`config.mk`:
```
export PLATFORM = sky130hd
export DESIGN_NAME = branch_resolver
export DESIGN_NICKNAME = d
export VERILOG_FILES = /design/src/rtl/branch_pkg.sv /design/src/rtl/branch_cond_eval.sv /design/src/rtl/branch_resolver.sv
export SDC_FILE = /design/constraint.sdc
export NUM_CORES = 1
export LEC_CHECK = 0
export ABC_CLOCK_PERIOD_IN_PS = 2970
export CORE_MARGIN = 8
export CORE_UTILIZATION = 43
export DETAILED_ROUTE_END_ITERATION = 10
export PLACE_DENSITY_LB_ADDON = 0.3
export SYNTH_ARGS = -nofsm -noshare
export SYNTH_HDL_FRONTEND = slang
export SYNTH_SLANG_ARGS = --single-unit
```
`constraint.sdc`:
```
create_clock -name clk -period 2.97 [get_ports clk]
set_clock_uncertainty 0.05 [all_clocks]
set_input_delay 0.594 -clock clk [delete_from_list [all_inputs] [get_ports clk]]
set_output_delay 0.594 -clock clk [all_outputs]
set_load 0.01 [all_outputs]
```
`src/rtl/branch_pkg.sv`:
```
// Shared types for the branch stage: condition codes, FSM states and a
// helper that says whether a condition needs the comparator at all.
package branch_pkg;

  typedef enum logic [2:0] {
    COND_EQ     = 3'b000,
    COND_NE     = 3'b001,
    COND_LT     = 3'b010,
    COND_GE     = 3'b011,
    COND_LTU    = 3'b100,
    COND_GEU    = 3'b101,
    COND_ALWAYS = 3'b110,
    COND_NEVER  = 3'b111
  } cond_t;

  typedef enum logic [1:0] {
    S_IDLE    = 2'd0,
    S_COMPARE = 2'd1,
    S_RESOLVE = 2'd2
  } state_t;

  function automatic logic cond_needs_cmp(cond_t c);
    return !(c == COND_ALWAYS || c == COND_NEVER);
  endfunction

endpackage

```
`src/rtl/branch_cond_eval.sv`:
```
// Combinational flag derivation from a - b = d and condition-code evaluation.
module branch_cond_eval
  import branch_pkg::*;
#(
  parameter int XLEN = 32
) (
  input  logic [XLEN-1:0] a,
  input  logic [XLEN-1:0] b,
  input  logic [XLEN-1:0] d,
  input  cond_t           cond,
  output logic            taken
);

  logic z, n, v, c;

  // c is a borrow: set when a < b unsigned
  assign z = (d == '0);
  assign n = d[XLEN-1];
  assign v = (a[XLEN-1] ^ b[XLEN-1]) & (d[XLEN-1] ^ a[XLEN-1]);
  assign c = (~a[XLEN-1] & b[XLEN-1]) | (~(a[XLEN-1] ^ b[XLEN-1]) & d[XLEN-1]);

  always_comb begin
    taken = 1'b0;
    unique case (cond)
      COND_EQ:     taken = z;
      COND_NE:     taken = ~z;
      COND_LT:     taken = n ^ v;
      COND_GE:     taken = ~(n ^ v);
      COND_LTU:    taken = c;
      COND_GEU:    taken = ~c;
      COND_ALWAYS: taken = 1'b1;
      COND_NEVER:  taken = 1'b0;
      default:     taken = 1'b0;
    endcase
  end

endmodule

```
`src/rtl/branch_resolver.sv`:
```
// Branch stage: issues operands to an external comparator, evaluates the
// condition on its difference and returns taken/next_pc. BRANCH_STATS_EN adds outcome counters.
module branch_resolver
  import branch_pkg::*;
#(
  parameter int XLEN   = 32,
  parameter int OFF_W  = 16,
  parameter int PC_INC = 4
) (
  input  logic             clk,
  input  logic             rst_n,
  input  logic             req,
  output logic             ready,
  input  logic [2:0]       cond,
  input  logic [XLEN-1:0]  rs_a,
  input  logic [XLEN-1:0]  rs_b,
  input  logic [XLEN-1:0]  pc,
  input  logic [OFF_W-1:0] offset,
  output logic [XLEN-1:0]  cmp_i1,
  output logic [XLEN-1:0]  cmp_i2,
  output logic             compen,
  input  logic [XLEN-1:0]  comp,
  output logic             valid,
  input  logic             ack,
  output logic             taken,
  output logic [XLEN-1:0]  next_pc
`ifdef BRANCH_STATS_EN
  ,
  output logic [31:0]      stat_taken,
  output logic [31:0]      stat_not_taken
`endif
);

  state_t           state, state_nxt;
  cond_t            cond_q;
  logic [XLEN-1:0]  pc_q;
  logic [OFF_W-1:0] off_q;
  logic             taken_c;
  logic [XLEN-1:0]  target;

  branch_cond_eval #(.XLEN(XLEN)) u_eval (
    .a     (cmp_i1),
    .b     (cmp_i2),
    .d     (comp),
    .cond  (cond_q),
    .taken (taken_c)
  );

  assign target = pc_q + {{(XLEN-OFF_W){off_q[OFF_W-1]}}, off_q};

  always_ff @(posedge clk or negedge rst_n) begin
    if (!rst_n) state <= S_IDLE;
    else        state <= state_nxt;
  end

  always_comb begin
    state_nxt = state;
    unique case (state)
      S_IDLE:    if (req) state_nxt = S_COMPARE;
      S_COMPARE: state_nxt = S_RESOLVE;
      S_RESOLVE: if (ack) state_nxt = S_IDLE;
      default:   state_nxt = S_IDLE;
    endcase
  end

  always_comb begin
    ready = (state == S_IDLE);
  end

  always_ff @(posedge clk or negedge rst_n) begin
    if (!rst_n) begin
      cond_q  <= COND_EQ;
      pc_q    <= '0;
      off_q   <= '0;
      cmp_i1  <= '0;
      cmp_i2  <= '0;
      compen  <= 1'b0;
      valid   <= 1'b0;
      taken   <= 1'b0;
      next_pc <= '0;
    end else begin
      unique case (state)
        S_IDLE: if (req) begin
          cond_q <= cond_t'(cond);
          pc_q   <= pc;
          off_q  <= offset;
          cmp_i1 <= rs_a;
          cmp_i2 <= rs_b;
          compen <= cond_needs_cmp(cond_t'(cond));
        end
        S_COMPARE: begin
          taken   <= taken_c;
          next_pc <= taken_c ? target : pc_q + XLEN'(PC_INC);
          compen  <= 1'b0;
          valid   <= 1'b1;
        end
        S_RESOLVE: if (ack) valid <= 1'b0;
        default: ;
      endcase
    end
  end

`ifdef BRANCH_STATS_EN
  always_ff @(posedge clk or negedge rst_n) begin
    if (!rst_n) begin
      stat_taken     <= '0;
      stat_not_taken <= '0;
    end else if (state == S_COMPARE) begin
      if (taken_c) stat_taken     <= stat_taken + 32'd1;
      else         stat_not_taken <= stat_not_taken + 32'd1;
    end
  end
`endif

endmodule
```
# Word-level counts from Yosys, hierarchy flattened
# Cells that the tools add are included.
# word_totals
ff_bits,152
latch_bits,0
ramBits,0
mem_bits_ro,0
in_bits,151
out_inout_bits,100
word_cells,57
n_memories,0
# op_classes
addsub,2
n_mul,0
div,0
order_cmp,0
eq_ne,13
shift,0
n_mux,9
bitwise_logic,12
reduce_logical,11
# ops
operator,n
"adder 32 x 3 -> 32 bit, second input constant",1
adder 32 bit,1
logical NOT 32 bit,1
2-to-1 mux 32 bit,1
"equality test 3 bit, second input constant",6
one-hot mux 1 bit (8 select lines),1
AND reduction 2 bit,4
"equality test 3 x 2 -> 1 bit, second input constant",2
one-hot mux 2 bit (3 select lines),1
NOT 1 bit,5
2-to-1 mux 2 bit,2
"inequality test 2 bit, second input constant",2
one-hot mux 1 bit (2 select lines),2
nonzero test 2 bit,2
AND 1 bit,3
"equality test 3 x 1 -> 1 bit, second input constant",1
logical NOT 3 bit,1
XOR 1 bit,3
"equality test 2 x 1 -> 1 bit, second input constant",1
"equality test 2 bit, second input constant",1
logical NOT 2 bit,1
2-to-1 mux 1 bit,2
logical NOT 1 bit,1
logical OR 1 bit,1
bitwise OR 1 bit,1

# Logic depth before layout (Yosys ltp)
# Gate-level depths: netlist of the first run.
# logic_depth
word_depth,7
mapped_depth,12

# Hierarchy
# A second synthesis of the first run with hierarchy kept.
# hier_totals
cells_unflattened,758
area_unflattened_um2,8316.7
# modules_own_cells
module,instances,cells_each,area_per_inst_um2
branch_resolver,1,736,8144.1
branch_cond_eval,1,22,172.7

# Least setup slack after synthesis of the first run
# No wires, ideal clock.
# synth_timing
path_kind,register to register
startpoint,register off_q[15]
endpoint,register next_pc[29]
setup_ns,0.086
arrival_time_ns,2.742
setup_slack_ns,0.092
path_stages_with_launch,11
n_path_buf,1
cell_sequence,dfrtp_1 > ha_1 > clkbuf_1 > a21o_1 > a21o_2 > a21o_2 > a2111oi_2 > nor2_2 > o311ai_4 > mux2_4 > o221ai_2
# synth_via
elab_chain_cells,2
# synth_lines
item,line_no,text
start: declaration,branch_resolver.sv:37,logic [OFF_W-1:0] off_q;
start signal: assignment,branch_resolver.sv:86,off_q <= offset;
adder 32 bit,branch_resolver.sv:49,"assign target = pc_q + {{(XLEN-OFF_W){off_q[OFF_W-1]}}, off_q};"
2-to-1 mux 32 bit,branch_resolver.sv:93,next_pc <= taken_c ? target : pc_q + XLEN'(PC_INC);
end signal: assignment,branch_resolver.sv:93,
end: declaration,branch_resolver.sv:26,output logic [XLEN-1:0] next_pc
# Every way passes these cells.
# A chain may end at the register's enable or synchronous reset.

# Worst setup path in the final report of the first run
# layout_timing
startpoint,register pc_q[1]
endpoint,register next_pc[31]
# layout_via
elab_chain_cells,2
word_cells_on_any_way,3
# layout_lines
item,line_no,text
start: declaration,branch_resolver.sv:36,logic [XLEN-1:0] pc_q;
start signal: assignment,branch_resolver.sv:85,pc_q <= pc;
adder 32 x 3 -> 32 bit or adder 32 bit (tied branches),"branch_resolver.sv:93, branch_resolver.sv:49",
2-to-1 mux 32 bit (*),branch_resolver.sv:93,
# Every way passes the cells marked *; elsewhere a longest branch is shown, timed or not.

==> summary.md, run 1 <==
| Metric | Value |
|---|---|
| Post-synthesis cell area | `between 8000 and 9000 µm²` |
| Final Wtd Congestion | `roughly 0.89` |
| Final wirelength | `24810 µm` |
| Nets | `around 1300` |
| Synth warn | `0` |
| R2r setup slk | `between 0.09 and 0.1 ns` |
| WS Path Type | `register to register` |
| Port Buffers | `250` |
| Via count | `around 7000` |
| Via density | `5.287` |
| Fmax | `347.8 MHz` |
| CTS H-Tree Depth | `4` |
| Post-synth ARST share | `1.000` |
| R2R depth | `9` |
| Crit-path max FO | `3` |
| Distinct cell type count of the synthesized netlist | `64` |
| Worst Path Required | `3.23 ns` |
| Crit path to | `next_pc[31]` |
| Reg2Reg Launch Point | `pc_q[1]` |
| Metal2 WL | `roughly 13000 µm` |
| Setup crit start kind | `register` |
| TritonCTS Sinks | `152` |
| Die height | `154.6 µm` |
| Most used flip-flop cell after synthesis | `dfrtp_1` |
| Mean post-synth cell area | `approximately 11 µm²` |
| Antenna violations before repair | `0` |
| Slew of the pin with the lowest slew margin | `roughly 0.55 ns` |
| Peak supply drop | `0.5396 mV` |
| P per Cell Area | `1345 nW/µm²` |
| Largest net degree at the start of global routing | `59` |
| DR WL met3 | `1980 µm` |
| Total GRT Usage | `0.2088` |
| Finished Layout Cells | `1325` |
| Full die area | `around 24000 µm²` |
| Slew Limit Fails | `0` |
| Crit path time final | `2.875 ns` |
| Postcts setup bufs | `0` |
| DR iter-0 viols | `around 360` |
| DR top layer | `met4` |
| Most frequent cells in the layout | `clkdlybuf4s50_1, dfrtp_1, mux2_2` |
| Setup crit end kind | `register` |
| CTS Buffer Depth | `2` |
| Root Buffer | `clkbuf_16` |
| Hold violation count in the final report | `0` |
| Clk slew on worst S/H paths | `0.07 ns` |
| Net Count, Synth | `953` |
| IO Count | `251` |
| Mapped Cells | `approximately 770` |
| Clk Latency, worst-skew pair | `~0.43 ns` |
| Critical Path AT | `3.13 ns` |
| First-pass GRT wire length | `39560 µm` |
| Pleak | `around 5.1 nW` |
| Commonest non-fill, non-tap cell in the layout | `clkdlybuf4s50_1` |
| Capturing point of the worst reg2reg path | `next_pc[31]` |
| Ant diodes | `0` |
| Maxcap violations | `0` |
| Final Util | `0.6491` |
| CP startpoint | `pc_q[1]` |
| Max-slew headroom | `0.6346` |
| Post-DR wirelength/cell | `about 19 µm` |
| Yosys reg bits | `152` |
| Wl on met1 | `9932 µm` |
| DP Wirelength | `19650 µm` |
| Area grow syn2layout | `47.56%` |
| Row Count | `50` |
| EDFF count, synth | `0` |
| Seq/Total Area, Yosys | `0.4607` |
| Worst hold path type | `primary input to async pin` |
| Die span in x | `between 150 and 200 µm` |
| Drt pass-1 iters | `7` |
| Layout cell share with drive strength beyond 1 | `0.2236` |
| RSZ-0062 raised after global routing | `no` |
| Vias in the first global route | `7477` |
| ANT nets after route | `0` |
| Core Area | `18770 µm²` |
| Starting Density | `0.4399` |
| Status | `finished, final reports clean` |
| Global route total overflow | `0` |
| Crit share post-route | `0.9681` |
| Setup_tns | `0 ns` |
| Setup violations, final | `0` |
| Hold_ws | `0.06260 ns` |
| DRC violation count after routing | `0` |
| DP Cell Count | `roughly 1300` |
| CTS tree | `yes` |
| CTS Buf Count | `17` |
==> per-layer routing <==
| layer | vias up | GRT usage |
|---|---|---|
| li1 | 3404 | - |
| met1 | 3373 | 0.2329 |
| met2 | 213 | 0.3696 |
| met3 | 15 | 0.07997 |
| met4 | 0 | 0.04806 |
| met5 | - | 0 |
==> sequential cells by signal, indices dropped and copies added, names as in the netlist <==
| name | cells |
|---|---|
| cmp_i1 | 32 |
| cmp_i2 | 32 |
| compen | 1 |
| cond_q | 3 |
| next_pc | 32 |
| off_q | 16 |
| pc_q | 32 |
| state | 2 |
| taken | 1 |
| valid | 1 |
==> how the worst min path moves through the flow <==
stage | from | end | slack (ns) | cells after the start
global placement | next_pc[5] | next_pc[5] | 0.41 | 2
detailed placement | taken | taken | 0.42 | 2
finish | rst_n | cmp_i1[19] | 0.06 | 1
global route | rst_n | cmp_i1[19] | 0.1 | 1
floorplan | rst_n | cmp_i1[0] | 0.25 | 0
CTS | rst_n | cmp_i1[19] | 0.08 | 1
==> cells by family after synthesis <==
| family | after synthesis | synth area share |
|---|---|---|
| AOI/OAI and AO/OA | 169 | 0.1325 |
| xor gates and xnor gates | 51 | 0.05411 |
| adders and majority gates | 34 | 0.05244 |
| buffers and inverters | 41 | 0.02349 |
| DFF | 152 | 0.4607 |
| muxes | 117 | 0.1594 |
| and+or+nand+nor | 204 | 0.1173 |
==> metrics by stage <==
stage | cell area, µm² | worst slack [ns] | total power, mW
4_1_cts | 12150 | 0.02278 | 16.39
3_3_place_gp | 11500 | -0.1240 | 13.82
3_5_place_dp | 11500 | -0.1788 | 14.00
5_1_grt | 12180 | 0.005820 | 17.62
2_1_floorplan | 8255 | 0.09230 | 9.799
6_report | 12180 | 0.09487 | 16.38
==> Yosys cell counts, types with 3 or more instances <==
cell,n,area (µm²)
a211oi_1,7,52.55
a21o_1,19,142.6
a21oi_1,43,215.2
a31oi_1,9,56.30
and3_1,7,43.79
and4_1,4,35.03
buf_1,3,11.26
buf_2,4,20.02
clkbuf_1,19,71.32
dfrtp_1,152,3804
ha_1,33,412.9
inv_1,10,37.54
mux2_2,112,1261
mux2i_1,4,40.04
nand2_1,74,277.8
nand2b_1,4,25.02
nand3_1,24,120.1
nand4_1,12,75.07
nor2_1,44,165.2
nor2b_1,4,25.02
nor3_1,6,30.03
nor3b_1,3,22.52
nor4_1,9,56.30
o211ai_1,4,30.03
o21a_1,7,52.55
o21ai_0,48,240.2
o21bai_1,4,30.03
o22ai_1,5,31.28
or2_2,3,18.77
or3_1,3,18.77
xnor2_1,27,236.5
xor2_1,24,210.2
==> power by group <==
part / switching (mW) / internal, mW
logic: 4.94 / 5.32
registers: 0.748 / 3.13
clock network: 1.02 / 1.22
==> critical path, cell delays in order, from the launching register on <==
cell and delay, ns:
dfrtp_1 0.38, ha_1 0.32, a211oi_2 0.27, o21bai_2 0.16, a311oi_2 0.36, o22ai_2 0.17, nor2_1 0.15, o21ai_0 0.19
or4_1 0.50, a31o_1 0.22
==> layout make-up <==
cell class	instances	area [µm²]
fillers	1503	6586
inverters	10	37.54
flip-flops and latches	152	3805
multi-input cells	575	4310
clock inverters	15	203.9
repair buffers	322	3107
clock buffers	17	425.4
well taps	234	292.8
==> timing repair <==
action                     in CTS  in global routing
setup endpoints to repair       1                  9
gates resized for setup         1                  9
hold buffers                    0                  0
pin swaps                       0                  4
Power figures use the tool's default switching activity.
==> run 2, diff against run 1 <==
--- a/config.mk
+++ b/config.mk
@@ -9,7 +9,7 @@
 export CORE_MARGIN = 8
 export CORE_UTILIZATION = 43
 export DETAILED_ROUTE_END_ITERATION = 10
-export PLACE_DENSITY_LB_ADDON = 0.3
+export PLACE_DENSITY_LB_ADDON = 0.1
 export SYNTH_ARGS = -nofsm -noshare
 export SYNTH_HDL_FRONTEND = slang
 export SYNTH_SLANG_ARGS = --single-unit
==> summary.md, run 2 (synthesized netlist as in run 1, its figures left out) <==
| Metric | Value |
|---|---|
| Status | `finished, final reports clean (unchanged)` |
| Max-slew headroom | `0.5553 (was 0.6346)` |
| Most frequent cells in the layout | `clkdlybuf4s50_1, dfrtp_1, mux2_2 (unchanged)` |
| Slew Limit Fails | `0 (unchanged)` |
| Drt pass-1 iters | `4 (was 7)` |
| Reg2Reg Launch Point | `off_q[15] (was pc_q[1])` |
| Peak supply drop | `0.6062 mV (was 0.5396 mV)` |
| Worst Path Required | `3.29 ns (was 3.23 ns)` |
| CTS Buffer Depth | `2 (unchanged)` |
| Via count | `6931 (was 7005)` |
| Starting Density | `0.4399 (unchanged)` |
| Clk Latency, worst-skew pair | `0.44 ns (was 0.43 ns)` |
| Setup crit end kind | `register (unchanged)` |
| Post-placement cell area | `11400 µm² (was 11500 µm²)` |
| First-pass GRT wire length | `39300 µm (was 39560 µm)` |
| Fmax | `346.0 MHz (was 347.8 MHz)` |
| Final wirelength | `24560 µm (was 24810 µm)` |
| Hold buffer count at CTS | `0 (unchanged)` |
| Ant diodes | `0 (unchanged)` |
| ANT nets after route | `0 (unchanged)` |
| WS Path Type | `primary input to register (was register to register)` |
| IO Count | `251 (unchanged)` |
| Row Count | `50 (unchanged)` |
| Area grow syn2layout | `46.68% (was 47.56%)` |
| CTS H-Tree Depth | `4 (unchanged)` |
| Pleak | `5.062 nW (was 5.127 nW)` |
| DR iter-0 viols | `327 (was 361)` |
| DP Wirelength | `18910 µm (was 19650 µm)` |
| Design area | `12110 µm² (was 12180 µm²)` |
| CP startpoint | `comp[4] (was pc_q[1])` |
| Slew of the pin with the lowest slew margin | `0.6670 ns (was 0.5481 ns)` |
| CTS tree | `yes (unchanged)` |
| Core Area | `18770 µm² (unchanged)` |
| Setup WS post-layout | `0.08023 ns (was 0.09487 ns)` |
| Via density | `5.287 (about the same)` |
| Setup violations, final | `0 (unchanged)` |
| CTS Buf Count | `17 (unchanged)` |
| Maxcap violations | `0 (unchanged)` |
| DRC violation count after routing | `0 (unchanged)` |
| Global route total overflow | `0 (unchanged)` |
| Commonest non-fill, non-tap cell in the layout | `clkdlybuf4s50_1 (unchanged)` |
| Setup_tns | `0 ns (unchanged)` |
| Total GRT Usage | `0.2091 (was 0.2088)` |
| Full die area | `23890 µm² (unchanged)` |
| Largest net degree at the start of global routing | `66 (was 59)` |
| TritonCTS Sinks | `152 (unchanged)` |
| Post-placement setup slack | `-0.7688 ns (was -0.1788 ns)` |
| Port Buffers | `250 (unchanged)` |
| Nets | `1249 (was 1263)` |
| Crit path time final | `2.890 ns (was 2.875 ns)` |
| Final Wtd Congestion | `0.8979 (was 0.8947)` |
| Worst hold path type | `primary input to async pin (unchanged)` |
| Crit-path max FO | `22 (was 3)` |
| Crit share post-route | `0.9730 (was 0.9681)` |
| Antenna violations before repair | `0 (unchanged)` |
| Hold violation count in the final report | `0 (unchanged)` |
| Vias in the first global route | `7315 (was 7477)` |
| Clk slew on worst S/H paths | `0.07 ns (about the same)` |
| Die span in x | `154.6 µm (unchanged)` |
| Root Buffer | `clkbuf_16 (unchanged)` |
| Setup crit start kind | `primary input (was register)` |
| Layout cell share with drive strength beyond 1 | `0.2126 (was 0.2236)` |
| P per Cell Area | `1341 nW/µm² (was 1345 nW/µm²)` |
| Critical Path AT | `3.21 ns (was 3.13 ns)` |
| Post-DR wirelength/cell | `18.74 µm (was 18.72 µm)` |
| Die height | `154.6 µm (unchanged)` |
==> run 2: final cells by class <==
type                       instances  area (µm²)
inverter                          10       37.54
timing repair buffer             308        3044
multi-input combinational        575        4323
fill                            1543        6659
clock buffer                      17       425.4
sequential                       152        3804
tap                              234       292.8
clock inverter                    15       182.7
==> run 2: path summary, 6_finish.rpt <==
kind	endpoint	slack (ns)	cells past startpoint
max in group asynchronous	cmp_i2[6]	2.10	2
setup reg to reg	next_pc[29]	0.13	9
hold reg to reg	next_pc[13]	0.43	2
min in group clk	next_pc[13]	0.43	2
hold / removal	off_q[12]	0.05	1
setup / recovery	next_pc[26]	0.08	11
==> run 2: layer usage <==
layer | wire [µm] | track usage | part of all wire | vias up
li1 | - | - | - | 3384
met1 | 9950 | 0.2393 | 0.41 | 3311
met2 | 12300 | 0.3568 | 0.50 | 212
met3 | 1991 | 0.08052 | 0.081 | 24
met4 | 322 | 0.06113 | 0.013 | 0
met5 | 0 | 0 | 0 | -
==> run 2: timing repair <==
action | 4_1_cts | 5_1_grt
pin swaps | 2 | 5
setup buffers | 0 | 1
gates cloned | 0 | 1
endpoints found under the setup margin | 33 | 13
gates resized for setup | 3 | 9
==> run 2: worst max-delay path: stages <==
cell and delay [ns]:
clkdlybuf4s50_1 0.44, nor4_4 0.38, nand4_1 0.25, or3_1 0.40, a31oi_1 0.26, o21a_2 0.25, buf_12 0.12, clkbuf_16 0.18
a21oi_1 0.08, o31ai_1 0.10, o21a_1 0.14
==> run 2: per-stage QoR <==
step           hold slack [ns]  power (mW)  instances  utilization
6_report               0.05163       16.24       1311       0.6452
5_1_grt                0.08793       17.52       1311       0.6452
3_5_place_dp            0.4203       13.71       1277       0.6072
3_3_place_gp            0.4090       13.62       1277       0.6072
2_1_floorplan           0.2484       9.799        768            -
4_1_cts                0.06114       16.06       1309       0.6411
==> run 2: report_power, final <==
group | switching (mW) | internal [mW] | leakage [nW]
combinational | 4.90 | 5.22 | 2.99
sequential | 0.769 | 3.13 | 1.79
clock | 1.01 | 1.21 | 0.284
